`config.mk`:
```
export PLATFORM = sky130hd
export DESIGN_NAME = rsa_modexp_engine
export DESIGN_NICKNAME = d
export VERILOG_FILES = /design/src/rtl/rsa_modexp_engine.sv
export SDC_FILE = /design/constraint.sdc
export NUM_CORES = 2
export LEC_CHECK = 0
export CAP_MARGIN = 20
export CORE_UTILIZATION = 60
export DETAILED_ROUTE_END_ITERATION = 12
export DONT_BUFFER_PORTS = 1
export GPL_TIMING_DRIVEN = 0
export PLACE_DENSITY = 0.76
export SLEW_MARGIN = 30
export SYNTH_ARGS = -nofsm -noshare
export SYNTH_HDL_FRONTEND = slang
export SYNTH_SLANG_ARGS = --single-unit
```
`constraint.sdc`:
```
create_clock -name clk -period 15.5 [get_ports clk]
set_input_delay 0.775 -clock clk [delete_from_list [all_inputs] [get_ports clk]]
set_output_delay 0.775 -clock clk [all_outputs]
set_load 0.01 [all_outputs]
```
`src/rtl/rsa_modexp_engine.sv`:
```
// rsa_modexp_engine: result = base^exponent mod modulus.
// Right-to-left square-and-multiply; each product is reduced by a bit-serial
// restoring divider, so latency is fixed at 2 + 2W + W*(4W+2) cycles.
// Optional macro RSA_MODEXP_CYCLE_COUNT_EN adds a saturating cycle_count output.
module rsa_modexp_engine #(
  parameter int unsigned WIDTH = 16
) (
  input  logic             clk,
  input  logic             rst,
  input  logic             start,
  input  logic [WIDTH-1:0] base,
  input  logic [WIDTH-1:0] exponent,
  input  logic [WIDTH-1:0] modulus,
  output logic [WIDTH-1:0] result,
  output logic             busy,
  output logic             finished
`ifdef RSA_MODEXP_CYCLE_COUNT_EN
  ,
  output logic [15:0]      cycle_count
`endif
);

  localparam int unsigned PW = 2 * WIDTH;
  localparam int unsigned CW = $clog2(PW + 1);
  localparam int unsigned IW = $clog2(WIDTH);

  // RBASE: count 0 loads the operand, counts 1..PW are reduction steps.
  localparam logic [CW-1:0] RbaseLast = CW'(PW);
  localparam logic [CW-1:0] RedLast   = CW'(PW - 1);
  localparam logic [IW-1:0] IterLast  = IW'(WIDTH - 1);

  typedef enum logic [2:0] {
    StIdle,
    StRbase,
    StMulr,
    StRedr,
    StMulb,
    StRedb,
    StDone
  } state_e;

  state_e state_q, state_d;

  logic [WIDTH-1:0] base_q, exp_q, mod_q;
  logic [WIDTH-1:0] r_q, b_q, rem_q;
  logic [PW-1:0]    prod_q;
  logic [CW-1:0]    cnt_q;
  logic [IW-1:0]    iter_q;
  logic [WIDTH-1:0] result_q;
  logic             busy_q, finished_q;

  logic             accept;
  logic             red_last;
  logic [WIDTH:0]   shifted;
  logic [WIDTH-1:0] rem_step;
  logic [PW-1:0]    prod_rb, prod_bb;

  assign accept   = start && !busy_q && ((state_q == StIdle) || (state_q == StDone));
  assign red_last = (cnt_q == RedLast);

  // One restoring-division step. The stored remainder is always < n, so it fits
  // WIDTH bits; the shifted partial remainder needs WIDTH+1.
  always_comb begin
    shifted  = {rem_q, prod_q[PW-1]};
    rem_step = shifted[WIDTH-1:0];
    if (shifted >= {1'b0, mod_q}) begin
      rem_step = shifted[WIDTH-1:0] - mod_q;
    end
  end

  assign prod_rb = {{WIDTH{1'b0}}, r_q} * {{WIDTH{1'b0}}, b_q};
  assign prod_bb = {{WIDTH{1'b0}}, b_q} * {{WIDTH{1'b0}}, b_q};

  // State register.
  always_ff @(posedge clk or posedge rst) begin
    if (rst) begin
      state_q <= StIdle;
    end else begin
      state_q <= state_d;
    end
  end

  // Next-state logic.
  always_comb begin
    state_d = state_q;
    unique case (state_q)
      StIdle:  if (accept) state_d = StRbase;
      StRbase: if (cnt_q == RbaseLast) state_d = StMulr;
      StMulr:  state_d = StRedr;
      StRedr:  if (red_last) state_d = StMulb;
      StMulb:  state_d = StRedb;
      StRedb:  if (red_last) state_d = (iter_q == IterLast) ? StDone : StMulr;
      StDone:  if (accept) state_d = StRbase;
      default: state_d = StIdle;
    endcase
  end

  // Datapath: operand latch, square-and-multiply registers and the reducer.
  always_ff @(posedge clk or posedge rst) begin
    if (rst) begin
      base_q     <= '0;
      exp_q      <= '0;
      mod_q      <= '0;
      r_q        <= '0;
      b_q        <= '0;
      rem_q      <= '0;
      prod_q     <= '0;
      cnt_q      <= '0;
      iter_q     <= '0;
      result_q   <= '0;
      busy_q     <= 1'b0;
      finished_q <= 1'b0;
    end else begin
      unique case (state_q)
        StIdle, StDone: begin
          if (accept) begin
            base_q     <= base;
            exp_q      <= exponent;
            mod_q      <= modulus;
            cnt_q      <= '0;
            iter_q     <= '0;
            busy_q     <= 1'b1;
            finished_q <= 1'b0;
          end else if (state_q == StDone && busy_q) begin
            // Degenerate moduli override whatever the arithmetic produced.
            result_q   <= (mod_q < WIDTH'(2)) ? '0 : r_q;
            busy_q     <= 1'b0;
            finished_q <= 1'b1;
          end
        end
        StRbase: begin
          if (cnt_q == '0) begin
            prod_q <= {{WIDTH{1'b0}}, base_q};
            rem_q  <= '0;
            r_q    <= WIDTH'(1);
            cnt_q  <= cnt_q + 1'b1;
          end else begin
            rem_q  <= rem_step;
            prod_q <= prod_q << 1;
            if (cnt_q == RbaseLast) begin
              b_q   <= rem_step;
              cnt_q <= '0;
            end else begin
              cnt_q <= cnt_q + 1'b1;
            end
          end
        end
        StMulr: begin
          prod_q <= prod_rb;
          rem_q  <= '0;
          cnt_q  <= '0;
        end
        StRedr: begin
          rem_q  <= rem_step;
          prod_q <= prod_q << 1;
          if (red_last) begin
            if (exp_q[0]) r_q <= rem_step;
            cnt_q <= '0;
          end else begin
            cnt_q <= cnt_q + 1'b1;
          end
        end
        StMulb: begin
          prod_q <= prod_bb;
          rem_q  <= '0;
          cnt_q  <= '0;
        end
        StRedb: begin
          rem_q  <= rem_step;
          prod_q <= prod_q << 1;
          if (red_last) begin
            b_q    <= rem_step;
            exp_q  <= exp_q >> 1;
            iter_q <= iter_q + 1'b1;
            cnt_q  <= '0;
          end else begin
            cnt_q <= cnt_q + 1'b1;
          end
        end
        default: ;
      endcase
    end
  end

  assign result   = result_q;
  assign busy     = busy_q;
  assign finished = finished_q;

`ifdef RSA_MODEXP_CYCLE_COUNT_EN
  logic [15:0] cyc_q;

  // Saturating busy-cycle counter, cleared on each accepted start.
  always_ff @(posedge clk or posedge rst) begin
    if (rst) begin
      cyc_q <= '0;
    end else if (accept) begin
      cyc_q <= '0;
    end else if (busy_q && cyc_q != 16'hFFFF) begin
      cyc_q <= cyc_q + 16'd1;
    end
  end

  assign cycle_count = cyc_q;
`endif

endmodule

```
== Yosys cells after proc, flatten, opt, wreduce, memory -nomap -nowiden ==
Cells that the tools add are included.

* Add/sub/neg operators: 3
* Multipliers: 2
* Order comparisons: 2
* Equal/unequal tests: 16
* Multiplexer cells: 35
* Bitwise gates (word level): 1
* Reduce and logical (&&, ||, !) cells: 25

{| class="wikitable"
|+ Operators with widths
! kind !! number
|-
| two-way mux 16 bit || 11
|-
| case mux 32 bit (4 select lines) || 1
|-
| case mux 16 bit (2 select lines) || 3
|-
| multiplier 16 x 16 -> 32 bit || 2
|-
| case mux 16 bit (3 select lines) || 1
|-
| two-way mux 32 bit || 1
|-
| two-way mux 6 bit || 4
|-
| case mux 6 bit (4 select lines) || 1
|-
| case mux 3 bit (6 select lines) || 1
|-
| >= comparator 17 x 16 -> 1 bit || 1
|-
| < comparator 16 x 2 -> 1 bit (second input constant) || 1
|-
| subtractor 16 bit || 1
|-
| two-way mux 3 bit || 5
|-
| != test 2 bit (second input constant) || 6
|-
| AND reduction 4 bit || 3
|-
| == test 3 bit (second input constant) || 3
|-
| two-way mux 4 bit || 2
|-
| case mux 4 bit (2 select lines) || 1
|-
| nonzero test 2 bit || 4
|-
| nonzero test 4 bit || 2
|-
| adder 6 x 1 -> 6 bit (second input constant) || 1
|-
| == test 3 x 2 -> 1 bit (second input constant) || 2
|-
| == test 6 x 5 -> 1 bit (second input constant) || 1
|-
| == test 6 bit (second input constant) || 1
|-
| 15 further kinds || 25
|}

* Register bits: 159
* Input bits: 51
* Output and inout port bits: 18
* Logic and storage cells: 97

== Logic depth before layout (Yosys ltp) ==
* Depth in word-level cells: 5
* Mapped depth: 26
* Gate-level depth less buffers: 24

== Least setup slack after synthesis ==
No wires, ideal clock.

* Kind: register to register
* From: reg b_q[7]
* To: reg prod_q[31]
* Library setup time: 86 ps
* Arrival time: 6026 ps
* Data required time: 15414 ps
* Path slack: 9388 ps
* Cell stages (with the launch flop): 25
* Path buffers: 2
* Period minus slack after synthesis: 6112 ps
* Path through: dfrtp_1 > clkbuf_1 > clkbuf_1 > nand2_1 > fa_1 > inv_1 > fa_1 > inv_1 > fa_1 > inv_1 > fa_1 > fa_1 > inv_1 > fa_1 > inv_1 > ha_1 > a21o_1 > a21oi_2 > nand2_2 > o2111ai_1 > o21ai_2 > a21oi_2 > o21ai_1 > or4_1 > a32oi_1

* Longest elaborated chain between the ends: 2
* Elaborated cells on any way between the ends: 3
* Classes of those cells: 2 x mul; 1 x mux

{| class="wikitable"
|+ RTL lines
! element !! line !! text
|-
| start, declared || 45 || <nowiki>logic [WIDTH-1:0] r_q, b_q, rem_q;</nowiki>
|-
| start signal, assigned || 141 || <nowiki>b_q <= rem_step;</nowiki>
|-
| start signal, assigned || 172 || <nowiki>b_q <= rem_step;</nowiki>
|-
| multiplier 16 x 16 -> 32 bit, on equally long branches || 72, 71 ||
|-
| case mux 32 bit (4 select lines) (*) || 114 || <nowiki>unique case (state_q)</nowiki>
|-
| end signal, assigned || 133 || <nowiki>prod_q <= {{WIDTH{1'b0}}, base_q};</nowiki>
|-
| end signal, assigned || 139 || <nowiki>prod_q <= prod_q << 1;</nowiki>
|-
| end signal, assigned || 149 || <nowiki>prod_q <= prod_rb;</nowiki>
|-
| end, declared || 46 || <nowiki>logic [PW-1:0] prod_q;</nowiki>
|}

Mark *: on every way between the ends. The rest lies on a longest branch, timed or not.
A chain may end at the register's enable or synchronous reset.

== Final worst setup path ==
* From: reg b_q[6]
* To: reg prod_q[31]

Same word-level chain as after synthesis.

==> qor.txt <==
Status: finished, final reports clean
Synth area leaders: fa_1 30%, dfrtp_1 17%, ha_1 12%
Data arrival, critical path: 8.17 ns
Sequential area share after synthesis: 16.9%
Vias: 19.2k
Layout Nets: 3302
Skew-Pair Late Insertion Delay: 0.47 ns
Simple-gate share of the synthesized area: 15.5%
Initial antenna violation count: 2
Root Driver: clkbuf_16
Cell area after synthesis: 0.0236 mm^2
Placed Cells: 3171
Die Span Y: 200 um
Die W: 200 um
Gr usage total: 37.6%
Die ar.: 0.0401 mm^2
Largest family of logic cells by synthesized area: adder cells
Mapped Cells: 2652
Number of global-route vias before repair: 19.9k
Synth area leader: fa_1
R2r worst-path depth: 22
Iteration-0 DRC Markers: 1998
Final Cycle Share: 50.5%
Pwr Density: 81.5 mW/mm^2
Max cap viols: 0
Ant. Diodes: 0
Synthesized area per cell: 8.89 um^2
Synth Area in Compound Gates: 11.6%
Post-DRT Antenna Nets: 0
Clock skew: 0.0285 ns
Fmax: 0.128 GHz
Initial Utilization: 60.9%
Flip-flop and latch count after synthesis: 159
P_leak: 13.2 nW
Final wirelength: 71700 um
Relative slew slack: 35.4%
Worst VDD drop: 0.0929 mV
Detailed Place HPWL: 58100 um
Hold Crit Class: input pin to asynchronous set/reset pin
# setup viols final: 0
Synth Flop Type: dfrtp_1
RSZ-0062 raised after global routing: no
First-pass GRT wire length: 114000 um
Post-synthesis adder-cell area fraction: 42.1%
Post-route DRC: 0
Slew at the pin closest to its max-slew limit: 0.968 ns
Crit path required time: 15.84 ns
Area Growth Syn to Fin: 5.42%
Distinct cell type count after synthesis: 86
Routability cong.: 1.04
Hold_buf cts: 0
Layout cells sized above 1: 3.43%
Post-Synth XOR/XNOR Area: 2.64%
H-Tree Depth: 4
Post-CTS Setup Inserts: 0
Hold Fails Final Rpt: 0
CTS Buf Count: 17
Vias per inst: 5.99
Port Buf Inserts: 0
CP Launch Type: flip-flop
Post-synth EDFFs: 0
Synth top area share: 30.3%
Ports: 69
CTS resizes: 0
Warnings, synthesis: 0
Synth async-reset ratio: 100%
Fill count: 3271
Crit. End Element: flip-flop
Clk sinks: 159
CP max FO: 10
Largest net degree at the start of global routing: 83
Commonest non-fill, non-tap cell in the layout: inv_1
Fin crit period: 7.83 ns
Final Slew Violations: 0
Grt ovf: 0
Mux contribution to synthesized area: 1.20%
Std cell rows: 72
Core Box Area: 0.0387 mm^2
1st-pass router iterations: 7
Wire length per cell: 22.4 um
Post-route insts no fill: 3203
Mapped Nets: 3282
Setup_tns: 0 ns
Critical path type: flip-flop to flip-flop
Most frequent cells in the layout: 498 x inv_1, 398 x nand2_1, 357 x fa_1, 222 x ha_1, 159 x dfrtp_1
CTS tree: built
Register clock-pin slew on the reported worst setup and hold paths: 0.07 ns
Max Root-Sink Buffers: 2
-- path summary, 6_finish.rpt --
check	start	slack, ns	endpoint
worst max-delay path	b_q[6]	7.67	prod_q[31]
worst min-delay path	rst	0.24	base_q[15]
worst max register to register	b_q[6]	7.67	prod_q[31]
worst min register to register	prod_q[9]	0.50	prod_q[9]
max in group asynchronous	rst	14.47	prod_q[26]
min in group clk	base[1]	0.42	base_q[1]
-- registers in the layout (all words and copies together), names as in the netlist --
name / count
b_q: 16
base_q: 16
busy: 1
cnt_q: 6
exp_q: 16
finished: 1
iter_q: 4
mod_q: 16
prod_q: 32
r_q: 16
rem_q: 16
result: 16
state_q: 3
-- cell families (layout without fill, tap and decap cells) --
logic type                 count (synthesis)  after routing
adders and majority gates                579            579
buffers and inverters                    624            657
xor gates and xnor gates                  71             71
AOI/OAI and AO/OA                        404            404
and+or+nand+nor                          787            787
DFF                                      159            159
muxes                                     28             28
-- power breakdown --
| part | total [W] | switching [W] | internal (W) | leakage (nW) |
|---|---|---|---|---|
| clock network | 0.000442 | 0.000213 | 0.000230 | 0.287 |
| registers | 0.000657 | 0.000102 | 0.000555 | 2.05 |
| logic | 0.000926 | 0.000577 | 0.000349 | 10.9 |
-- through the flow --
stage               worst slack (ns)  cell area [um^2]  total power, W  hold slack [ns]  util (%)
global route                    7.43             24900         0.00214            0.303      64.2
global placement                7.82             24200         0.00153            0.472      62.6
detailed placement              7.80             24300         0.00156            0.477      62.6
floorplan                       9.39             23600         0.00130            0.445         -
CTS                             7.78             24900         0.00201            0.272      64.2
finish                          7.67             24900         0.00203            0.242      64.2
-- synth_stat cells, types with 6 or more instances --
library cell and count:
a21oi_1 91, inv_1 499, o21ai_1 51, o21ai_0 64, o21a_1 14, nand2b_1 14
nor2b_1 10, clkbuf_1 110, a31oi_1 10, nand3_1 22, xor2_1 33, a222oi_1 7
nand2_1 398, mux2i_1 25, o221ai_1 9, and2_1 153, nor2_1 114, o31ai_1 7
and3_1 15, ha_1 222, a22o_1 18, dfrtp_1 159, nand4_1 14, a221oi_1 19
fa_1 357, o21bai_1 6, o22ai_1 7, a21o_1 30, xnor2_1 38, nor3_1 14
a21oi_2 12
-- layer usage --
| metal | wire [um] | global-route usage [%] | vias up |
|---|---|---|---|
| met5 | 27 | 0 | - |
| met4 | 3980 | 17.9 | 4 |
| met3 | 8020 | 8.41 | 228 |
| met2 | 31100 | 56.0 | 1092 |
| met1 | 28500 | 52.2 | 9456 |
| li1 | - | - | 8416 |
-- layout make-up --
cell class              count  area (um^2)  share of cell area, %
flip-flops and latches    159         3980                   16.0
multi-input cells        1869        17200                   69.3
repair buffers              1         27.5                  0.111
inverters                 501         1890                   7.59
plain buffers             123          505                   2.03
well taps                 518          648                   2.61
clock buffers              17          425                   1.71
clock inverters            15          169                  0.679
-- critical path, cell delays in order (launching register included) --
cell and delay, ns:
dfrtp_1 0.71, clkbuf_1 0.58, clkbuf_1 0.59, nand2_1 0.17, fa_1 0.57, fa_1 0.50
inv_1 0.05, fa_1 0.49, fa_1 0.51, fa_1 0.50, inv_1 0.05, fa_1 0.57
inv_1 0.07, ha_1 0.28, a2111oi_2 0.38, o21ai_1 0.15, nand3b_1 0.15, nand2_1 0.07
o221ai_1 0.40, o31ai_1 0.19, xnor2_1 0.30, a21oi_1 0.14, a32oi_1 0.31
Note: power is estimated with default switching activity, not from simulation.
